[config.mk]
export PLATFORM = sky130hd
export DESIGN_NAME = l2_port_arbiter_flat
export DESIGN_NICKNAME = d
export VERILOG_FILES = /design/src/rtl/l2_port_arbiter_pkg.sv /design/src/rtl/l2_port_arbiter_if.sv /design/src/rtl/l2_port_arbiter_rr_picker.sv /design/src/rtl/l2_port_arbiter.sv /design/src/flat_wrapper.sv
export SDC_FILE = /design/constraint.sdc
export NUM_CORES = 1
export LEC_CHECK = 0
export BUFFER_PORTS_ARGS = -buffer_cell sky130_fd_sc_hd__buf_2
export CORE_MARGIN = 5
export CORE_UTILIZATION = 48
export DETAILED_ROUTE_END_ITERATION = 6
export PLACE_DENSITY_LB_ADDON = 0.08
export SLEW_MARGIN = 20
export SYNTH_ARGS = -nofsm -noshare
export SYNTH_HDL_FRONTEND = slang
export SYNTH_SLANG_ARGS = --single-unit
[constraint.sdc]
create_clock -name clk -period 2 [get_ports clk]
set_input_delay 0.4 -clock clk [delete_from_list [all_inputs] [get_ports clk]]
set_output_delay 0.4 -clock clk [all_outputs]
set_load 0.05 [all_outputs]
[src/rtl/l2_port_arbiter_pkg.sv]
// Shared definitions for the L2 port arbiter: FSM state encoding, address
// geometry and a width helper for counters and indices.
package l2_port_arbiter_pkg;

  typedef enum logic [1:0] {
    ST_IDLE = 2'd0,
    ST_WB   = 2'd1,
    ST_RD   = 2'd2,
    ST_DONE = 2'd3
  } state_e;

  localparam int L2_ADDR_W = 32;
  localparam int TAG_W     = 21;

  // Bits needed to hold values 0..n-1, never less than one.
  function automatic int clog2_min1(input int n);
    int w;
    w = 1;
    while ((1 << w) < n) w++;
    return w;
  endfunction

  function automatic logic [TAG_W-1:0] addr_tag(input logic [L2_ADDR_W-1:0] addr);
    return addr[L2_ADDR_W-1 -: TAG_W];
  endfunction

endpackage

[src/rtl/l2_port_arbiter_if.sv]
// Bundle between the L1 cache controllers, the arbiter and the single L2 port.
// The arbiter uses the slave view; the controllers/L2 side use the master view.
interface l2_port_arbiter_if #(
  parameter int NUM_REQ = 2,
  parameter int ADDR_W  = 32
) ();

  logic [NUM_REQ-1:0]        req_rd;
  logic [NUM_REQ-1:0]        req_wr;
  logic [NUM_REQ*ADDR_W-1:0] rd_addr;
  logic [NUM_REQ*ADDR_W-1:0] wb_addr;
  logic [NUM_REQ-1:0]        gnt;
  logic [NUM_REQ-1:0]        done;
  logic [NUM_REQ-1:0]        err;
  logic                      l2_read;
  logic                      l2_write;
  logic [ADDR_W-1:0]         l2_addr;
  logic                      l2_ack;

  modport slave (
    input  req_rd, req_wr, rd_addr, wb_addr, l2_ack,
    output gnt, done, err, l2_read, l2_write, l2_addr
  );

  modport master (
    output req_rd, req_wr, rd_addr, wb_addr, l2_ack,
    input  gnt, done, err, l2_read, l2_write, l2_addr
  );

endinterface

[src/rtl/l2_port_arbiter_rr_picker.sv]
// Combinational round-robin picker: first set request at or after the pointer,
// wrapping, returned as one-hot, as an index and as an any-request flag.
module l2_port_arbiter_rr_picker
  import l2_port_arbiter_pkg::*;
#(
  parameter int NUM_REQ = 2,
  parameter int IDX_W   = clog2_min1(NUM_REQ)
) (
  input  logic [NUM_REQ-1:0] i_req,
  input  logic [IDX_W-1:0]   i_ptr,
  output logic [NUM_REQ-1:0] o_pick,
  output logic [IDX_W-1:0]   o_idx,
  output logic               o_any
);

  always_comb begin
    int j;
    // NOTE: every output gets a default before the search so no path leaves one unassigned (no latch).
    o_pick = '0;
    o_idx  = '0;
    o_any  = 1'b0;
    j      = 0;
    for (int i = 0; i < NUM_REQ; i++) begin
      j = int'(i_ptr) + i;
      if (j >= NUM_REQ) j = j - NUM_REQ;
      if (!o_any && i_req[IDX_W'(j)]) begin
        o_any               = 1'b1;
        o_idx               = IDX_W'(j);
        o_pick[IDX_W'(j)]   = 1'b1;
      end
    end
  end

endmodule

[src/rtl/l2_port_arbiter.sv]
// Round-robin owner of the single L2 port: locks a grant for a whole miss,
// sequencing an optional write-back then the refill read, each phase time-limited.
module l2_port_arbiter
  import l2_port_arbiter_pkg::*;
#(
  parameter int NUM_REQ = 2,
  parameter int ADDR_W  = L2_ADDR_W,
  parameter int TIMEOUT = 64
) (
  input logic              clk,
  input logic              reset,
  l2_port_arbiter_if.slave bus
);

  localparam int IDX_W   = clog2_min1(NUM_REQ);
  localparam int TMO_LIM = (TIMEOUT > 0) ? TIMEOUT - 1 : 0;
  localparam int CNT_W   = clog2_min1(TMO_LIM + 1);

  state_e             r_state;
  state_e             w_state_nxt;
  logic [IDX_W-1:0]   r_sel;
  logic [IDX_W-1:0]   r_rr_ptr;
  logic [ADDR_W-1:0]  r_rd_addr;
  logic [ADDR_W-1:0]  r_wb_addr;
  logic               r_pend_rd;
  logic               r_err;
  logic [CNT_W-1:0]   r_tmo_cnt;

  logic [NUM_REQ-1:0] w_req;
  logic [NUM_REQ-1:0] w_pick;
  logic [IDX_W-1:0]   w_idx;
  logic               w_any;
  logic               w_in_phase;
  logic               w_tmo_hit;
  logic [NUM_REQ-1:0] w_sel_oh;

  assign w_req      = bus.req_rd | bus.req_wr;
  assign w_in_phase = (r_state == ST_WB) || (r_state == ST_RD);
  assign w_tmo_hit  = (TIMEOUT > 0) && (r_tmo_cnt == CNT_W'(TMO_LIM));
  assign w_sel_oh   = NUM_REQ'(1) << r_sel;

  l2_port_arbiter_rr_picker #(
    .NUM_REQ (NUM_REQ),
    .IDX_W   (IDX_W)
  ) u_picker (
    .i_req  (w_req),
    .i_ptr  (r_rr_ptr),
    .o_pick (w_pick),
    .o_idx  (w_idx),
    .o_any  (w_any)
  );

  // NOTE: sequential state uses non-blocking assignments so every register samples pre-edge values.
  always_ff @(posedge clk or negedge reset) begin
    if (!reset) r_state <= ST_IDLE;
    else        r_state <= w_state_nxt;
  end

  // Next state plus output decode; outputs depend only on registered state/sel.
  always_comb begin
    w_state_nxt  = r_state;
    bus.gnt      = '0;
    bus.done     = '0;
    bus.err      = '0;
    bus.l2_read  = 1'b0;
    bus.l2_write = 1'b0;
    bus.l2_addr  = '0;
    unique case (r_state)
      ST_IDLE: begin
        if (w_any) w_state_nxt = (|(bus.req_wr & w_pick)) ? ST_WB : ST_RD;
      end
      ST_WB: begin
        bus.gnt      = w_sel_oh;
        bus.l2_write = 1'b1;
        bus.l2_addr  = r_wb_addr;
        if (bus.l2_ack)     w_state_nxt = r_pend_rd ? ST_RD : ST_DONE;
        else if (w_tmo_hit) w_state_nxt = ST_DONE;
      end
      ST_RD: begin
        bus.gnt     = w_sel_oh;
        bus.l2_read = 1'b1;
        bus.l2_addr = r_rd_addr;
        if (bus.l2_ack || w_tmo_hit) w_state_nxt = ST_DONE;
      end
      ST_DONE: begin
        bus.gnt     = w_sel_oh;
        bus.done    = w_sel_oh;
        bus.err     = r_err ? w_sel_oh : '0;
        w_state_nxt = ST_IDLE;
      end
      default: w_state_nxt = ST_IDLE;
    endcase
  end

  // NOTE: these are plain registers, not a memory, so all of them take the async reset.
  always_ff @(posedge clk or negedge reset) begin
    if (!reset) begin
      r_sel     <= '0;
      r_rr_ptr  <= '0;
      r_rd_addr <= '0;
      r_wb_addr <= '0;
      r_pend_rd <= 1'b0;
      r_err     <= 1'b0;
      r_tmo_cnt <= '0;
    end else begin
      if (r_state == ST_IDLE && w_any) begin
        r_sel     <= w_idx;
        r_rd_addr <= bus.rd_addr[w_idx*ADDR_W +: ADDR_W];
        r_wb_addr <= bus.wb_addr[w_idx*ADDR_W +: ADDR_W];
        r_pend_rd <= |(bus.req_rd & w_pick);
        r_err     <= 1'b0;
      end
      if (w_in_phase && !bus.l2_ack && w_tmo_hit) r_err <= 1'b1;
      if (r_state == ST_DONE)
        r_rr_ptr <= (r_sel == IDX_W'(NUM_REQ - 1)) ? '0 : r_sel + 1'b1;
      // Counter restarts on every state change, so each phase gets its own budget.
      if (w_state_nxt != r_state) r_tmo_cnt <= '0;
      else if (w_in_phase)        r_tmo_cnt <= r_tmo_cnt + 1'b1;
    end
  end

endmodule

[src/flat_wrapper.sv]
// flat-port wrapper written by rule: the top's interface ports become plain ports
module l2_port_arbiter_flat import l2_port_arbiter_pkg::*;
#(
  parameter int NUM_REQ = 2,
  parameter int ADDR_W  = L2_ADDR_W,
  parameter int TIMEOUT = 64
)
  (clk, reset, bus_req_rd, bus_req_wr, bus_rd_addr, bus_wb_addr, bus_l2_ack, bus_gnt, bus_done, bus_err, bus_l2_read, bus_l2_write, bus_l2_addr);
  l2_port_arbiter_if #(.NUM_REQ(NUM_REQ), .ADDR_W(ADDR_W)) bus_i ();
  input logic clk;
  input logic reset;
  input wire logic [$bits(bus_i.req_rd)-1:0] bus_req_rd;
  input wire logic [$bits(bus_i.req_wr)-1:0] bus_req_wr;
  input wire logic [$bits(bus_i.rd_addr)-1:0] bus_rd_addr;
  input wire logic [$bits(bus_i.wb_addr)-1:0] bus_wb_addr;
  input wire logic [$bits(bus_i.l2_ack)-1:0] bus_l2_ack;
  output wire logic [$bits(bus_i.gnt)-1:0] bus_gnt;
  output wire logic [$bits(bus_i.done)-1:0] bus_done;
  output wire logic [$bits(bus_i.err)-1:0] bus_err;
  output wire logic [$bits(bus_i.l2_read)-1:0] bus_l2_read;
  output wire logic [$bits(bus_i.l2_write)-1:0] bus_l2_write;
  output wire logic [$bits(bus_i.l2_addr)-1:0] bus_l2_addr;
  assign bus_i.req_rd = bus_req_rd;
  assign bus_i.req_wr = bus_req_wr;
  assign bus_i.rd_addr = bus_rd_addr;
  assign bus_i.wb_addr = bus_wb_addr;
  assign bus_i.l2_ack = bus_l2_ack;
  assign bus_gnt = bus_i.gnt;
  assign bus_done = bus_i.done;
  assign bus_err = bus_i.err;
  assign bus_l2_read = bus_i.l2_read;
  assign bus_l2_write = bus_i.l2_write;
  assign bus_l2_addr = bus_i.l2_addr;
  l2_port_arbiter #(.NUM_REQ(NUM_REQ), .ADDR_W(ADDR_W), .TIMEOUT(TIMEOUT)) u_core (.clk(clk), .reset(reset), .bus(bus_i));
endmodule
==> impl_metrics.yaml <==
sta:
  grt_setup_unrepaired: "yes"
  clock.fmax_mhz: 476
  worst_pin_slew_ns: 0.619
  finalHoldViolCount: 0
  drv_slew: 0
  finalCriticalPeriod_ns: 2.10
  setup_slack_ns: -0.101
  finalSetupViolCount: 33
  slew_headroom_pct: 58.7
  skew_ns: 0.0134
  period_share_pct: 105
finish:
  nets: 745
  stdcell_area_um2: 6240
  diodes: 0
  layout-drive-gt1-share_pct: 47.9
  nFillCells: 676
  syn2layout_area_growth_pct: 49.7
setup_path:
  rr_endpoint: "u_core.r_tmo_cnt[5]"
  cp_data_arrival_time_ns: 1.70
  worstPathRequired_ns: 1.60
  r2r_start: "u_core.r_state[0]"
  cp-start-kind: "flip-flop"
  reg2reg_depth: 7
  rrSetupSlack_ns: 0.06
  cp_max_fo: 11
  crit_path_end_kind: "output port"
  crit_type: "reg -> out"
floorplan:
  die_w_um: 103
  core_um2: 8590
  rows: 34
  initial_core_util_pct: 48.5
  fp.dieH_um: 103
  io_pins: 175
  die-area_um2: 10600
detailed_routing:
  viasPerCell: 5.22
  drt_pass1_iterations: 4
  ant_nets: 0
  drt_iter0_drc: 94
  routed_wl_um: 11000
  drc: 0
  wl_per_cell_um: 15.3
  dr_total_vias: 3740
logic_synthesis:
  ys_seq_area_share_pct: 45.7
  syn_inst: 434
  synthArstFlopShare_pct: 100
  ys_types: 33
  ys.flop_type: "dfrtp_1"
  synth_nets: 575
  ys_seq_elements: 76
  synth_area_um2: 4170
  syn_avg_cell_area_um2: 9.60
  ys_warn_count: 0
  synth_edf_count: 0
cts:
  cts-root-buf: "clkbuf_8"
  clock-sinks: 76
  htreeDepth: 3
  clk_pin_slew_worst_paths_ns: 0.09
  cts_buffers: 9
  clock_latency_ns: 0.34
  clk_path_buf_depth: 2
  cts_tree: "built"
worst_hold_path:
  hp-class: "in -> async"
global_routing:
  grt_pass1_vias: 3704
  overflow: 0
  antenna_found_initial: 0
  grt_usage_pct: 21.2
  grt_pass1_wl_um: 17600
  grt_max_degree: 55
power:
  combinationalPowerShare_pct: 64.3
  internal-power_mw: 6.13
  leakagePower_nw: 3.16
  powerDensity_nw_per_um2: 1780
  power_mw: 11.1
  seq_power_share_pct: 24.7
  irDropWorstVdd_mv: 0.797
  p_switching_mw: 4.99
  power_frac_clock_pct: 11.1
  p_sw_share_pct: 44.9
placed_design:
  dp_hpwl_um: 7820
  gp_congestion: 0.830
  detailed_place.area_um2: 5490
  dp_slack_ns: 0.110
  numPortBuffers: 172
status:
  violations: "setup timing"
  status: "finished, violations left"
run:
  drv_cap: 0
## layer usage
metal / routed length [µm] / part of all wire [%] / track usage [%] / up-vias
met3: 683 / 6.2 / 4.67 / 10
li1: - / - / - / 1868
met2: 5590 / 51 / 36.2 / 113
met5: 0 / 0 / 0 / -
met4: 110 / 1.0 / 5.68 / 0
met1: 4610 / 42 / 27.2 / 1749
## repair_timing
item	in CTS	in global routing
setup buffers	2	1
gates cloned	2	0
hold buffers	0	0
gates resized for setup	112	21
pin swaps	6	6
setup endpoints to repair	35	41
## how the worst max path moves through the flow
stage	from	to
floorplan	u_core.r_state[1]	bus_l2_addr[10]
global placement	u_core.r_state[0]	bus_l2_addr[31]
detailed placement	u_core.r_state[0]	bus_l2_addr[31]
CTS	u_core.r_state[1]	bus_l2_addr[4]
global route	u_core.r_state[0]	bus_l2_addr[11]
finish	u_core.r_state[1]	bus_l2_addr[5]
## power by group through the flow
stage	sequential (mW)	combinational, mW	clock (mW)
2_1_floorplan	2.55	4.73	0
5_1_grt	2.82	7.66	1.34
3_5_place_dp	2.65	6.04	0
3_3_place_gp	2.61	5.94	0
4_1_cts	2.73	7.04	1.26
6_report	2.74	7.15	1.23
## state kept, by name (all words and copies together) (netlist names)
register and flops:
u_core.r_sel 1, u_core.r_wb_addr 32, u_core.r_err 1, u_core.r_tmo_cnt 6, u_core.r_rr_ptr 1, u_core.r_pend_rd 1, u_core.r_rd_addr 32, u_core.r_state 2
## cell type report
cell class | instances | area (µm²) | area share, %
Multi-Input combinational cell | 319 | 2560 | 41.0
Clock inverter | 3 | 43.8 | 0.702
Timing Repair Buffer | 194 | 1410 | 22.6
Tap cell | 108 | 135 | 2.17
Sequential cell | 76 | 1910 | 30.6
Inverter | 4 | 17.5 | 0.281
Clock buffer | 13 | 169 | 2.71
## critical path, cell delays in order, from the launching register on
cell and delay (ns):
dfrtp_1 0.42, buf_6 0.15, ha_4 0.20, buf_12 0.16, a22oi_2 0.22, nor2b_4 0.06, buf_6 0.15
## cell usage after synthesis, types with 3 or more instances
| master | count | share of area [%] |
|---|---|---|
| a22oi_1 | 32 | 5.8 |
| o21ai_0 | 67 | 8.1 |
| nand2_1 | 70 | 6.3 |
| buf_2 | 17 | 2.0 |
| clkbuf_1 | 16 | 1.4 |
| ha_1 | 6 | 1.8 |
| dfrtp_1 | 76 | 46 |
| xor2_1 | 3 | 0.63 |
| nor2b_1 | 34 | 5.1 |
| mux2i_1 | 66 | 16 |
| nor4_1 | 7 | 1.1 |
| nor2_1 | 6 | 0.54 |
| inv_1 | 4 | 0.36 |
| nand4_1 | 3 | 0.45 |
## metrics by stage
step / instances / hold slack, ns / util (%) / setup TNS, ns
after global placement: 696 / 0.427 / 63.9 / 0
after detailed placement: 696 / 0.434 / 63.9 / 0
after floorplan: 434 / 0.104 / - / 0
final: 717 / 0.0402 / 72.6 / -2.53
after global routing: 717 / 0.0599 / 72.6 / -4.57
after CTS: 716 / 0.0512 / 71.8 / -2.99
## placed cells by master (no fill, tap or decap), types with 3 or more instances in the layout
| cell type | netlist | final |
|---|---|---|
| dfrtp_1 | 76 | 74 |
| nand4_1 | 3 | 3 |
| o21ai_0 | 67 | 67 |
| buf_12 | 0 | 7 |
| nor4_1 | 7 | 5 |
| buf_2 | 17 | 132 |
| buf_4 | 2 | 14 |
| nand2_1 | 70 | 70 |
| a22oi_2 | 0 | 32 |
| buf_6 | 0 | 32 |
| buf_8 | 0 | 7 |
| nor2_1 | 6 | 6 |
| xor2_1 | 3 | 3 |
| ha_4 | 0 | 3 |
| nor2b_4 | 0 | 32 |
| mux2i_1 | 66 | 66 |
| clkbuf_8 | 0 | 12 |
## kinds of logic (layout without fill, tap and decap cells)
group | count (synthesis) | count (layout) | share of synthesized area, %
and+or+nand+nor | 128 | 128 | 14.6
AOI/OAI and AO/OA | 112 | 112 | 16.2
DFF | 76 | 76 | 45.7
muxes | 68 | 68 | 16.5
buffers and inverters | 39 | 214 | 4.21
adders and majority gates | 6 | 6 | 1.80
xor gates and xnor gates | 5 | 5 | 1.05
Power figures use the tool's default switching activity.
